--- src/rtl/enemy_sprite_render.sv ---
// Enemy sprite pixel pipeline: per-frame position latch, box test,
// sync ROM addressing, transparency and hit-flash blanking.
module enemy_sprite_render #(
  parameter logic [10:0] HALF_W = 11'd64,
  parameter logic [10:0] HALF_H = 11'd64,
  parameter int COLOR_W = 12,
  parameter logic [COLOR_W-1:0] TRANSPARENT = '0,
  parameter logic [5:0] FLASH_FRAMES = 6'd32
) (
  input  logic               clk,
  input  logic               rst,
  input  logic               vs_neg,
  input  logic [10:0]        enemy_x,
  input  logic [10:0]        enemy_y,
  input  logic [10:0]        h_cnt,
  input  logic [10:0]        v_cnt,
  input  logic               de,
  input  logic               hit,
  output logic [13:0]        rom_addr,
  input  logic [COLOR_W-1:0] rom_data,
  output logic               sprite_on,
  output logic [COLOR_W-1:0] sprite_rgb,
  output logic               de_out
);

  typedef enum logic {IDLE, FLASH} state_t;

  state_t      state;
  logic [5:0]  flash_cnt;
  logic [10:0] pos_x;
  logic [10:0] pos_y;
  logic        blank;

  logic signed [12:0] hx;
  logic signed [12:0] vy;
  logic signed [12:0] lo_x;
  logic signed [12:0] hi_x;
  logic signed [12:0] lo_y;
  logic signed [12:0] hi_y;
  logic               in_box;
  logic [6:0]         dx;
  logic [6:0]         dy;

  logic               s1_vis;
  logic               s1_de;
  logic               s2_vis;
  logic               s2_de;
  logic               on_next;

  always_ff @(posedge clk) begin
    if (rst) begin
      pos_x <= HALF_W;
      pos_y <= HALF_H;
    end else if (vs_neg) begin
      pos_x <= enemy_x;
      pos_y <= enemy_y;
    end
  end

  // hit has priority over the frame decrement
  always_ff @(posedge clk) begin
    if (rst) begin
      state     <= IDLE;
      flash_cnt <= '0;
    end else begin
      unique case (state)
        IDLE: begin
          if (hit) begin
            state     <= FLASH;
            flash_cnt <= FLASH_FRAMES;
          end
        end
        FLASH: begin
          if (hit) begin
            flash_cnt <= FLASH_FRAMES;
          end else if (vs_neg) begin
            if (flash_cnt == 6'd1) begin
              state     <= IDLE;
              flash_cnt <= '0;
            end else begin
              flash_cnt <= flash_cnt - 6'd1;
            end
          end
        end
        default: begin
          state     <= IDLE;
          flash_cnt <= '0;
        end
      endcase
    end
  end

  assign blank = (state == FLASH) & flash_cnt[2];

  // widened signed bounds so off-screen edges never wrap
  assign hx   = $signed({2'b00, h_cnt});
  assign vy   = $signed({2'b00, v_cnt});
  assign lo_x = $signed({2'b00, pos_x}) - $signed({2'b00, HALF_W});
  assign hi_x = $signed({2'b00, pos_x}) + $signed({2'b00, HALF_W});
  assign lo_y = $signed({2'b00, pos_y}) - $signed({2'b00, HALF_H});
  assign hi_y = $signed({2'b00, pos_y}) + $signed({2'b00, HALF_H});

  assign in_box = de & (hx >= lo_x) & (hx < hi_x)
                & (vy >= lo_y) & (vy < hi_y);

  assign dx = h_cnt[6:0] - lo_x[6:0];
  assign dy = v_cnt[6:0] - lo_y[6:0];

  always_ff @(posedge clk) begin
    if (rst) begin
      rom_addr <= '0;
      s1_vis   <= 1'b0;
      s1_de    <= 1'b0;
    end else begin
      if (in_box) begin
        rom_addr <= {dy, dx};
      end
      s1_vis <= in_box & ~blank;
      s1_de  <= de;
    end
  end

  always_ff @(posedge clk) begin
    if (rst) begin
      s2_vis <= 1'b0;
      s2_de  <= 1'b0;
    end else begin
      s2_vis <= s1_vis;
      s2_de  <= s1_de;
    end
  end

  assign on_next = s2_vis & (rom_data != TRANSPARENT);

  always_ff @(posedge clk) begin
    if (rst) begin
      sprite_on  <= 1'b0;
      sprite_rgb <= '0;
      de_out     <= 1'b0;
    end else begin
      sprite_on  <= on_next;
      sprite_rgb <= on_next ? rom_data : '0;
      de_out     <= s2_de;
    end
  end

endmodule

--- config.mk ---
export PLATFORM = sky130hd
export DESIGN_NAME = enemy_sprite_render
export DESIGN_NICKNAME = d
export VERILOG_FILES = /design/src/rtl/enemy_sprite_render.sv
export SDC_FILE = /design/constraint.sdc
export NUM_CORES = 1
export LEC_CHECK = 0
export BUFFER_PORTS_ARGS = -buffer_cell sky130_fd_sc_hd__buf_2
export CORE_UTILIZATION = 50
export CTS_CLUSTER_SIZE = 8
export DETAILED_ROUTE_END_ITERATION = 10
export GPL_ROUTABILITY_DRIVEN = 1
export PLACE_DENSITY = 0.84
export REMOVE_ABC_BUFFERS = 1
export SETUP_SLACK_MARGIN = 0.4
export SKIP_LAST_GASP = 1
export SYNTH_ARGS = -nofsm -noshare
export SYNTH_HDL_FRONTEND = slang
export SYNTH_SLANG_ARGS = --single-unit
export TNS_END_PERCENT = 100
--- constraint.sdc ---
create_clock -name clk -period 3.18 [get_ports clk]
set_input_delay 0.318 -clock clk [delete_from_list [all_inputs] [get_ports clk]]
set_output_delay 0.318 -clock clk [all_outputs]
set_load 0.02 [all_outputs]
* Word-level counts from Yosys, hierarchy flattened
Cells that the tools add are included.
** Storage, ports and cells
- Register bits after elaboration :: 61
- Input bits :: 61
- Word-level logic and storage cells :: 49
** Cells by class
- $add $sub $neg :: 7
- Magnitude comparators :: 4
- Eq/ne operators :: 3
- Mux-type cells :: 10
- Bitwise logic cells :: 10
- Reductions and logical operators :: 3
** Operators by type and width (count)
- adder 11 x 7 -> 12 bit, second input constant :: 2
- >= comparator 12 bit :: 2
- less-than comparator 11 x 12 -> 1 bit :: 2
- 2-to-1 mux 6 bit :: 4
- subtractor 11 x 7 -> 12 bit, second input constant :: 2
- subtractor 7 bit :: 2
- case mux 6 bit (2 select lines) :: 1
- nonzero test 12 bit :: 1
- AND 1 bit :: 7
- == test 6 x 1 -> 1 bit, second input constant :: 1
- subtractor 6 x 1 -> 6 bit, second input constant :: 1
- 2-to-1 mux 1 bit :: 4
- != test 3 bit, second input constant :: 1
- NOT 1 bit :: 3
- != test 2 bit, second input constant :: 1
- case mux 1 bit (2 select lines) :: 1
- AND reduction 2 bit :: 1
- OR reduction 2 bit :: 1

* Depth between registers and ports, before layout
Gate-level depths: netlist (run 1).
- Depth after elaboration :: 7
- Gate-level depth with buffers :: 12
- Gate-level depth less buffers :: 11

* Worst setup path before layout (run 1)
OpenSTA, ideal clock, no wires.
- Path type :: reg2reg
- From :: register pos_y[8]
- To :: register rom_addr[10]
- Data arrival time :: 2.454 ns
- Path slack :: 0.605 ns
- Cell stages (with the launch flop) :: 11
- Path buffers :: 1
- Period minus slack after synthesis :: 2.575 ns
- Cells stage by stage :: dfxtp_1 buf_2 nor3_1 xnor2_1 ha_1 a211o_1 or3b_1 o311a_1 nand4_2 nor2_4 mux2_4
** On the way
- Cells in the longest elaborated chain, start to end :: 4
** Ends and longest elaborated chain
- start: declaration :: line 31 : logic [10:0] pos_y;
- start signal: assignment :: line 56 : pos_y <= enemy_y;
- subtractor 11 x 7 -> 12 bit :: line 100 : assign lo_y = $signed({2'b00, pos_y}) - $signed({2'b00, HALF_H});
- >= comparator 12 bit :: line 104 : & (vy >= lo_y) & (vy < hi_y);
- AND 1 bit :: line 104
- AND 1 bit * :: line 104
- end signal: assignment :: line 116 : rom_addr <= {dy, dx};
- end: declaration :: line 19 : output logic [13:0] rom_addr,
Every way passes the cells marked *; elsewhere a longest branch is shown, timed or not.
A chain may end at the register's enable or synchronous reset.

* Worst setup path in the final report (run 1)
- From :: register pos_y[6]
- To :: register rom_addr[10]
Same word-level chain as after synthesis.

==> results of run 1 <==
[critical path: cells and delay by family (launching register included)]
kind | cells | cell delay, ns
AO/OA/AOI/OAI | 2 | 0.61
buffers and inverters | 1 | 0.07
AND/OR/NAND/NOR | 3 | 0.58
flip-flops | 1 | 0.39
adder cells (fa/ha/maj) | 2 | 0.43
XOR/XNOR | 1 | 0.13
multiplexers | 1 | 0.31
[logic make-up (layout without fill, tap and decap cells)]
kind of cell / count (synthesis) / after routing / synth area share
AOI/OAI and AO/OA: 77 / 77 / 0.148
DFF: 61 / 61 / 0.355
muxes: 24 / 24 / 0.0728
buffers and inverters: 47 / 140 / 0.0568
adders and majority gates: 38 / 38 / 0.143
and+or+nand+nor: 120 / 120 / 0.184
xor gates and xnor gates: 16 / 16 / 0.0408
[flip-flops by register name (all words and copies together), names as in the netlist]
register,cells
rom_addr,14
sprite_rgb,12
pos_x,11
pos_y,11
flash_cnt,6
de_out,1
s1_de,1
s1_vis,1
s2_de,1
s2_vis,1
sprite_on,1
state,1
[power breakdown]
part	internal [mW]	total, mW	leakage [nW]	switching, mW
sequential	0.793	0.822	0.498	0.0288
clock	0.291	0.633	0.0864	0.341
combinational	0.168	0.370	1.38	0.202
[timing repair]
action / 4_1_cts / 5_1_grt
setup endpoints to repair: 2 / 15
pin swaps: 2 / 1
resized for setup: 0 / 7
buffers inserted: 1 / 0
[routing by layer]
metal  up-vias  track usage
li1       1507            -
met1      1391        0.308
met2        90        0.372
met3         9       0.0496
met4         0       0.0817
met5         -            0
[per-stage QoR]
stage / setup WS [ns] / area (um2) / util / total power, mW
2_1_floorplan: 0.631 / 3360 / - / 1.07
3_3_place_gp: 0.444 / 3920 / 0.604 / 1.18
3_5_place_dp: 0.333 / 3920 / 0.604 / 1.20
4_1_cts: 0.457 / 4110 / 0.633 / 1.83
5_1_grt: 0.397 / 4120 / 0.635 / 1.92
6_report: 0.535 / 4120 / 0.635 / 1.82
[path summary, 6_finish.rpt]
| kind | start | end | slack, ns | cells after the start |
|---|---|---|---|---|
| worst max-delay path | pos_y[6] | rom_addr[10] | 0.53 | 10 |
| worst min-delay path | rom_data[6] | sprite_rgb[6] | 0.19 | 2 |
| worst max register to register | pos_y[6] | rom_addr[10] | 0.53 | 10 |
| worst min register to register | s1_vis | s2_vis | 0.44 | 1 |
[layout by cell type, fill, tap and decap left out, types with 4 or more instances in the layout]
| cell type | synthesis | final |
|---|---|---|
| a21o_1 | 4 | 4 |
| xor2_1 | 7 | 7 |
| clkbuf_8 | 0 | 9 |
| xnor2_1 | 9 | 9 |
| nor2_1 | 40 | 40 |
| a211oi_1 | 4 | 4 |
| dfxtp_1 | 61 | 57 |
| nand2_1 | 14 | 14 |
| nand2b_1 | 4 | 4 |
| nor3_1 | 7 | 6 |
| buf_2 | 2 | 88 |
| buf_4 | 0 | 4 |
| mux2i_1 | 22 | 22 |
| ha_1 | 36 | 36 |
| nand3_1 | 9 | 9 |
| and3_1 | 7 | 7 |
| a21oi_1 | 23 | 23 |
| nor4_1 | 5 | 5 |
| o21ai_0 | 16 | 16 |
| nor2b_1 | 8 | 8 |
| inv_1 | 32 | 32 |
| o211ai_1 | 8 | 8 |
| and2_1 | 12 | 12 |
[layout make-up]
class,count,area (um2),share of cell area
clock buffers,9,124,0.0300
inverters,32,120,0.0291
repair buffers,92,470,0.114
clock inverters,7,58.8,0.0143
well taps,77,96.3,0.0234
multi-input cells,275,2030,0.491
flip-flops and latches,61,1230,0.298
==> impl_metrics.toml, run 1 <==
[die]
die_x_um = 84.9
initial_core_util = 0.529
fp-row-count = 29
dieArea_um2 = 7210
fp.dieH_um = 84.9
boundaryPins = 89
core_area_um2 = 6490

[routing]
drc = 8
dr_wl_met2_um = 3720
wl_um = 7880
first_iter_violations = 192
wl_met1_um = 3680
num_vias = 2997
top_layer_used = "met4"
wl_met3_um = 375
firstDrtPassIters = 9
antenna_left = 0
avgViaCountPerCell = 5.42
avgRoutedWirePerCell_um = 14.2

[logic_synthesis]
synth_cells = 383
ys_seq_area_frac = 0.355
synth_common_cells = "61 x dfxtp_1, 40 x nor2_1, 36 x ha_1"
async_reset_ff_frac = 0
yosys_warnings = 0
yosysUniqueCellTypes = 55
synthFlopType = "dfxtp_1"
synth_seq_cells = 61
syn-mean-instance-area_um2 = 8.97
synth_largest_area_cell = "dfxtp_1"
synth-edff-count = 0
synth_top_area_share = 0.355
synth_most_common_cell = "dfxtp_1"
synth_area_leaders = "dfxtp_1 36%, ha_1 13%, mux2i_1 6.4%"
syn_area_um2 = 3440

[finish]
antenna_cells = 0
drive_gt1_frac = 0.258
finalNonFillerCells = 553
fillers = 554
syn_to_final_growth_pct = 20.0
nets = 570

[worst_setup_path]
crit_chain = "inv_1 -> ha_1 -> xnor2_1 -> ha_1 -> a211o_1 -> or3b_1 -> o311a_1 -> nand4_2 -> nor2_4 -> mux2_4"
crit_top_cell = "ha_1"
crit_fanout = 8
cp.arrival_ns = 2.87
cp.required_ns = 3.41
critPathMaxStageDelay_ns = 0.39
slowest_stage = "dfxtp_4"
critPathKind = "reg -> reg"
start_kind = "flip-flop"
cp-end-kind = "flip-flop"

[clocking]
cts_buffers = 9
clk_latency_ns = 0.34
cts_buffer_depth = 2
cts.clk_slew.worst_paths_ns = 0.08
cts_tree = "done"
hold_buffers = 0
cts_root_buffer = "clkbuf_8"
htreeDepth = 3
clock-sinks = 61

[pwr]
ir_drop_v = 0.000224
cellLeakagePower_nw = 1.96
power_density_nw_per_um2 = 442

[timing]
drv_slew = 0
slew_headroom = 0.660
finalSetupViolations = 0
rsz0062_at_grt = "no"
hold_viol_final = 0
min_period_ns = 2.65
timing.fmax_mhz = 378
setup_tns_ns = 0
holdWs_ns = 0.185
worst_pin_slew_ns = 0.506
finalClockSkew_ns = 0.00855
fin_crit_sh = 0.832

[place]
port_buffers = 88
dp_cells = 536
gp_congestion = 0.893
post-dp-hpwl_um = 5870

[global_routing]
grt_max_degree = 27
antenna_found_initial = 0
gr-usage-all-layers = 0.231
overflow = 0
grt_pass1_wl_um = 13100
grt_pass1_vias = 2877

[run_status]
violations = "design-rule violations"
status = "finished, violations left"

[job]
maxCapViolCount = 0

[worst_hold_path]
worst_hold_path_type = "in -> reg"
(Power assumes the default switching activity.)
==> run 2, diff against run 1 <==
ABC_AREA = 1   (was not set)
clock period = 2.48 ns   (was 3.18 ns; I/O delays follow)
==> run 2 against run 1 <==
Compared with the run above:
- the flow now finishes without violations
- count of clock-buffer cells in the layout stayed put
- critical path depth is 7 higher
- register-to-register slack worse by 0.41 ns
- die area is 4.1% higher
- clock skew is 0.00062 ns higher
- via count is 15% higher
- worst setup slack worse by 0.41 ns
- combinational power is 100% higher
- non-clock buffer count is 18 higher
- clock power is 42% higher
- routed wire length is 16% higher
- largest cell class unchanged
- largest power group unchanged
==> impl_metrics.toml, run 2 <==
[global_routing]
antenna_found_initial = 0
grt_pass1_vias = 3316
overflow = 0
grt_pass1_wl_um = 14600
grt_max_degree = 30
gr-usage-all-layers = 0.249

[worst_setup_path]
crit_fanout = 7
cp_top_family = "simple AND/OR/NAND/NOR gates"
start_kind = "flip-flop"
path_buf_inv = 4
reg2regPathDepth = 17
r2r-end = "rom_addr[4]"
crit_chain = "buf_6 -> nand3_4 -> xor2_1 -> ha_1 -> a21o_1 -> nand3_1 -> nand2_1 -> inv_2 -> nand2_2 -> nor2_2 -> nand3_2 -> nor2_4 -> buf_6 -> buf_16 -> nand3_2 -> nand2_2 -> nor2_2"
cp.required_ns = 2.73
critPathKind = "reg -> reg"
cp-end-kind = "flip-flop"
cp.arrival_ns = 2.60
slowest_stage = "dfxtp_4"
reg2reg_slack_ns = 0.13
r2r-start = "pos_x[7]"
critPathMaxStageDelay_ns = 0.40

[clocking]
cts_root_buffer = "clkbuf_8"
hold_buffers = 0
cts_buffers = 9
clock-sinks = 61
cts.clk_slew.worst_paths_ns = 0.08
cts_tree = "done"
cts_buffer_depth = 2
htreeDepth = 3
clk_latency_ns = 0.35

[logic_synthesis]
synth_area_leaders = "dfxtp_1 34%, ha_1 13%, inv_1 6.7%"
synth_top_area_share = 0.341
synth_common_cells = "64 x inv_1, 61 x dfxtp_1, 61 x nand2_1, 61 x nor2_1, 42 x a21oi_1"
synth_most_common_cell = "inv_1"
synth_cells = 475
synth-edff-count = 0
syn_area_um2 = 3580
yosysUniqueCellTypes = 36
ys_seq_area_frac = 0.341
synth_seq_cells = 61
synthFlopType = "dfxtp_1"
async_reset_ff_frac = 0
yosys_warnings = 0
syn-mean-instance-area_um2 = 7.54
synth_largest_area_cell = "dfxtp_1"

[finish]
largest_reg_flops = 14
drive_gt1_frac = 0.322
final_common_cell = "buf_2"
layout_common_cells = "88 x buf_2, 60 x inv_1, 56 x nor2_1, 56 x nand2_1, 55 x dfxtp_1"
finalNonFillerCells = 679
syn_to_final_growth_pct = 30.5
top_regs = "rom_addr (14), sprite_rgb (12)"
largest_register = "rom_addr"
fin_area_um2 = 4670
antenna_cells = 0
nets = 677

[timing]
finalSetupViolations = 0
finalClockSkew_ns = 0.00918
setup_tns_ns = 0
holdWs_ns = 0.111
drv_slew = 0
fin_crit_sh = 0.948
min_period_ns = 2.35
slew_headroom = 0.577
worst_pin_slew_ns = 0.634
rsz0062_at_grt = "yes"
timing.fmax_mhz = 425
hold_viol_final = 0

[place]
gp_congestion = 0.950
dp_cells = 647
post-dp-hpwl_um = 6040
port_buffers = 88
dpl-instance-area_um2 = 4100

[routing]
antenna_left = 0
first_iter_violations = 188
firstDrtPassIters = 5
avgRoutedWirePerCell_um = 13.4
wl_um = 9120
num_vias = 3432
avgViaCountPerCell = 5.05
drc = 0

[pwr]
p_sw_frac = 0.330
ir_drop_v = 0.000364
clkPwrFrac = 0.331
power.total_mw = 2.72
pwr-share-seq = 0.392
p_switching_mw = 0.897
cellLeakagePower_nw = 2.29
power_density_nw_per_um2 = 582
internal_power_mw = 1.82
p_comb_frac = 0.276

[run_status]
status = "completed"

[worst_hold_path]
worstHoldStart = "rom_data[10]"
worst_hold_path_type = "in -> reg"
hold_depth = 3
hold_end = "sprite_rgb[10]"

[die]
initial_core_util = 0.521
boundaryPins = 89
fp-row-count = 30
fp.dieH_um = 86.6
core_area_um2 = 6870
die_x_um = 86.6
dieArea_um2 = 7500

[job]
maxCapViolCount = 0
run 2: cell types whose count changed after synthesis, sizes merged, moves of 8 or more:
| cell | delta |
|---|---|
| a21oi | +28 |
| and2 | -12 |
| inv | +34 |
| mux2i | -22 |
| nand2 | +48 |
| nand3 | +24 |
| nor2 | +23 |
| nor2b | -8 |
| o21ai | +16 |
| xor2 | +11 |
run 2: layout make-up:
cell class,instances,area [um2]
Timing Repair Buffer,110,721
Tap cell,96,120
Multi-Input combinational cell,328,2140
Sequential cell,61,1240
Clock inverter,7,73.8
Clock buffer,9,124
Fill cell,530,2190
Inverter,68,258
run 2: what timing repair did:
| action | 4_1_cts | 5_1_grt |
|---|---|---|
| pin swaps | 11 | 13 |
| endpoints found under the setup margin | 15 | 15 |
| gates cloned | 2 | 2 |
| resized for setup | 30 | 23 |
| setup buffers | 10 | 2 |
run 2: worst max-delay path by stage:
stage                   from      endpoint  slack [ns]  cells after the start
floorplan           pos_x[6]   rom_addr[2]       -0.21                     14
global placement    pos_x[6]   rom_addr[9]        0.19                     15
detailed placement  pos_x[6]  rom_addr[10]        0.12                     15
CTS                 pos_x[8]  rom_addr[12]        0.24                     15
global route        pos_x[7]   rom_addr[4]       -0.02                     18
finish              pos_x[7]   rom_addr[4]        0.13                     17
run 2: logic make-up (layout without fill, tap and decap cells):
family	count (synthesis)	after routing	synth area share
AOI/OAI and AO/OA	94	94	0.150
xor gates and xnor gates	24	24	0.0587
adders and majority gates	38	38	0.137
buffers and inverters	86	194	0.103
DFF	61	61	0.341
and+or+nand+nor	172	172	0.211
run 2: metal layers:
metal | share of wire | global-route usage | vias to the layer above
met5 | 0 | 0 | -
met4 | 0.016 | 0.105 | 0
met3 | 0.051 | 0.0400 | 19
met2 | 0.50 | 0.435 | 90
met1 | 0.43 | 0.303 | 1580
li1 | - | - | 1743
run 2: per-stage QoR:
step / worst slack, ns / utilization
after floorplan: -0.214 / -
after global placement: 0.185 / 0.597
after detailed placement: 0.119 / 0.597
after CTS: 0.236 / 0.656
after global routing: -0.0196 / 0.681
final: 0.130 / 0.681
run 2: power groups by stage:
stage / Clock, mW / Sequential, mW / Combinational, mW
floorplan: 0 / 1.10 / 0.398
global placement: 0 / 1.08 / 0.584
detailed placement: 0 / 1.09 / 0.607
CTS: 0.901 / 1.06 / 0.676
global route: 0.950 / 1.07 / 0.838
finish: 0.901 / 1.07 / 0.752
run 2: tightest hold or removal path: cells and delay by family:
family	cells	cell delay, ns
buffers and inverters	2	0.14
and+or+nand+nor	1	0.03
==> run 3, diff against run 2 <==
BUFFER_PORTS_ARGS = not set   (was -buffer_cell sky130_fd_sc_hd__buf_2)
DONT_BUFFER_PORTS = 1   (was not set)
PLACE_DENSITY = 0.73   (was 0.84)
==> run 3 against run 2 <==
Compared with the run above:
- worst hold slack lost 0.097 ns
- global-route usage shrank 1.2 points
- count of clock-buffer cells in the layout is the same
- maximum frequency grew 1.9%
- register-to-register slack gained 0.04 ns
- clock power shrank 2%
- cell count shrank 12%
- critical endpoint is now rom_addr[3]
- first-iteration DRC count shrank 40%
- highest routed layer unchanged
- critical path type unchanged
- worst setup slack gained 0.044 ns
- die area is the same
- combinational power shrank 17%
==> impl_metrics.toml, run 3 (synthesis gave the netlist of run 2 again) <==
[run_status]
status = "completed"

[die]
fp.dieH_um = 86.6
fp-row-count = 30
boundaryPins = 89
initial_core_util = 0.521
core_area_um2 = 6870
dieArea_um2 = 7500
die_x_um = 86.6

[global_routing]
overflow = 0
grt_pass1_wl_um = 13700
gr-usage-all-layers = 0.237
grt_pass1_vias = 2945
grt_max_degree = 31
antenna_found_initial = 0

[finish]
final_common_cell = "inv_1"
fillers = 592
nets = 593
syn_to_final_growth_pct = 18.6
fin_area_um2 = 4250
finalNonFillerCells = 595
multi_input_area_um2 = 2130
layout_common_cells = "60 x inv_1, 58 x nand2_1, 57 x nor2_1"
seq_area_um2 = 1240
top_regs = "rom_addr (14), sprite_rgb (12)"
largest_register = "rom_addr"
antenna_cells = 0
drive_gt1_frac = 0.178
largest_reg_flops = 14

[worst_setup_path]
critPathKind = "reg -> reg"
r2r-start = "pos_x[6]"
slowest_stage = "dfxtp_4"
r2r-end = "rom_addr[3]"
start_kind = "flip-flop"
cp-end-kind = "flip-flop"
cp-startpoint = "pos_x[6]"
reg2reg_slack_ns = 0.17
crit_fanout = 8
reg2regPathDepth = 18
cp.required_ns = 2.72
crit_chain = "inv_4 -> buf_6 -> nand2_2 -> xor2_1 -> ha_1 -> nand2_1 -> inv_1 -> nand3_2 -> nor2_2 -> nand2_1 -> nand4_1 -> nand3_2 -> nor2_4 -> buf_6 -> buf_12 -> nand3_2 -> nand2_1 -> nor2_1"
cp.arrival_ns = 2.55
critPathMaxStageDelay_ns = 0.37

[job]
maxCapViolCount = 0

[worst_hold_path]
worst_hold_path_type = "in -> reg"
worstHoldStart = "rom_data[4]"
hold_end = "sprite_rgb[4]"
hold_depth = 2

[routing]
drc = 0
num_vias = 3078
wl_um = 8430
firstDrtPassIters = 5
avgViaCountPerCell = 5.17
antenna_left = 0
first_iter_violations = 113
avgRoutedWirePerCell_um = 14.2

[pwr]
power_density_nw_per_um2 = 611
ir_drop_v = 0.000245
cellLeakagePower_nw = 1.89

[clocking]
cts_buffer_depth = 2
cts_buffers = 9
cts_tree = "done"
clock-sinks = 61
cts.clk_slew.worst_paths_ns = 0.07
htreeDepth = 3
cts_root_buffer = "clkbuf_8"
clk_latency_ns = 0.35

[timing]
min_period_ns = 2.31
finalClockSkew_ns = 0.00563
slew_headroom = 0.680
fin_crit_sh = 0.930
setup_tns_ns = 0
rsz0062_at_grt = "yes"
hold_viol_final = 0
finalSetupViolations = 0
worst_pin_slew_ns = 0.479
timing.fmax_mhz = 434
drv_slew = 0

[place]
gp_congestion = 0.840
dpl-instance-area_um2 = 3660
post-dp-hpwl_um = 5800
port_buffers = 0
dp_cells = 559
run 3: cell types whose count changed in the layout (fill, tap and decap cells not counted), sizes merged:
cell | previous run | this run
clkinv | 5 | 6
buf | 108 | 16
inv | 68 | 67
dlygate4sd3 | 0 | 10
clkbuf | 11 | 9
run 3: timing repair:
action / in CTS / in global routing
cloned: 2 / 0
setup buffers: 8 / 0
pin swaps: 14 / 13
hold buffers: 9 / 1
setup endpoints to repair: 15 / 15
resized for setup: 33 / 17
hold endpoints to repair: 18 / 1
run 3: final cells by class:
cell class | count | area share
Clock buffer | 9 | 0.0292
Tap cell | 96 | 0.0283
Timing Repair Buffer | 26 | 0.0725
Inverter | 68 | 0.0607
Clock inverter | 7 | 0.0174
Multi-Input combinational cell | 328 | 0.501
Sequential cell | 61 | 0.291
run 3: per-stage QoR:
| stage | power [mW] | setup slack, ns | util | hold slack [ns] |
|---|---|---|---|---|
| floorplan | 1.50 | -0.214 | - | 0.317 |
| global placement | 1.60 | 0.154 | 0.532 | 0.320 |
| detailed placement | 1.62 | 0.112 | 0.532 | 0.322 |
| CTS | 2.58 | 0.182 | 0.607 | 0.000504 |
| global route | 2.75 | 0.0393 | 0.618 | 0.0000162 |
| finish | 2.59 | 0.174 | 0.618 | 0.0138 |
run 3: worst max path at each step:
stage | endpoint | cells after the start
after floorplan | rom_addr[2] | 14
after global placement | rom_addr[1] | 15
after detailed placement | rom_addr[13] | 15
after CTS | rom_addr[13] | 17
after global routing | rom_addr[7] | 18
final | rom_addr[3] | 18
run 3: where the power goes:
group	internal [mW]	switching, mW
Sequential	1.03	0.0579
Combinational	0.266	0.358
Clock	0.466	0.419
run 3: per-layer routing:
layer	track usage	vias to the layer above	part of all wire
met5	0	-	0
met4	0.0803	0	0.014
met3	0.0781	13	0.056
met2	0.398	71	0.50
met1	0.285	1408	0.43
li1	-	1586	-
run 3: critical path, delay by kind of cell (launching register included):
family	cells	cell delay (ns)
and+or+nand+nor	11	0.93
adders and majority gates	1	0.31
DFF	1	0.37
buffers and inverters	5	0.47
xor gates and xnor gates	1	0.14
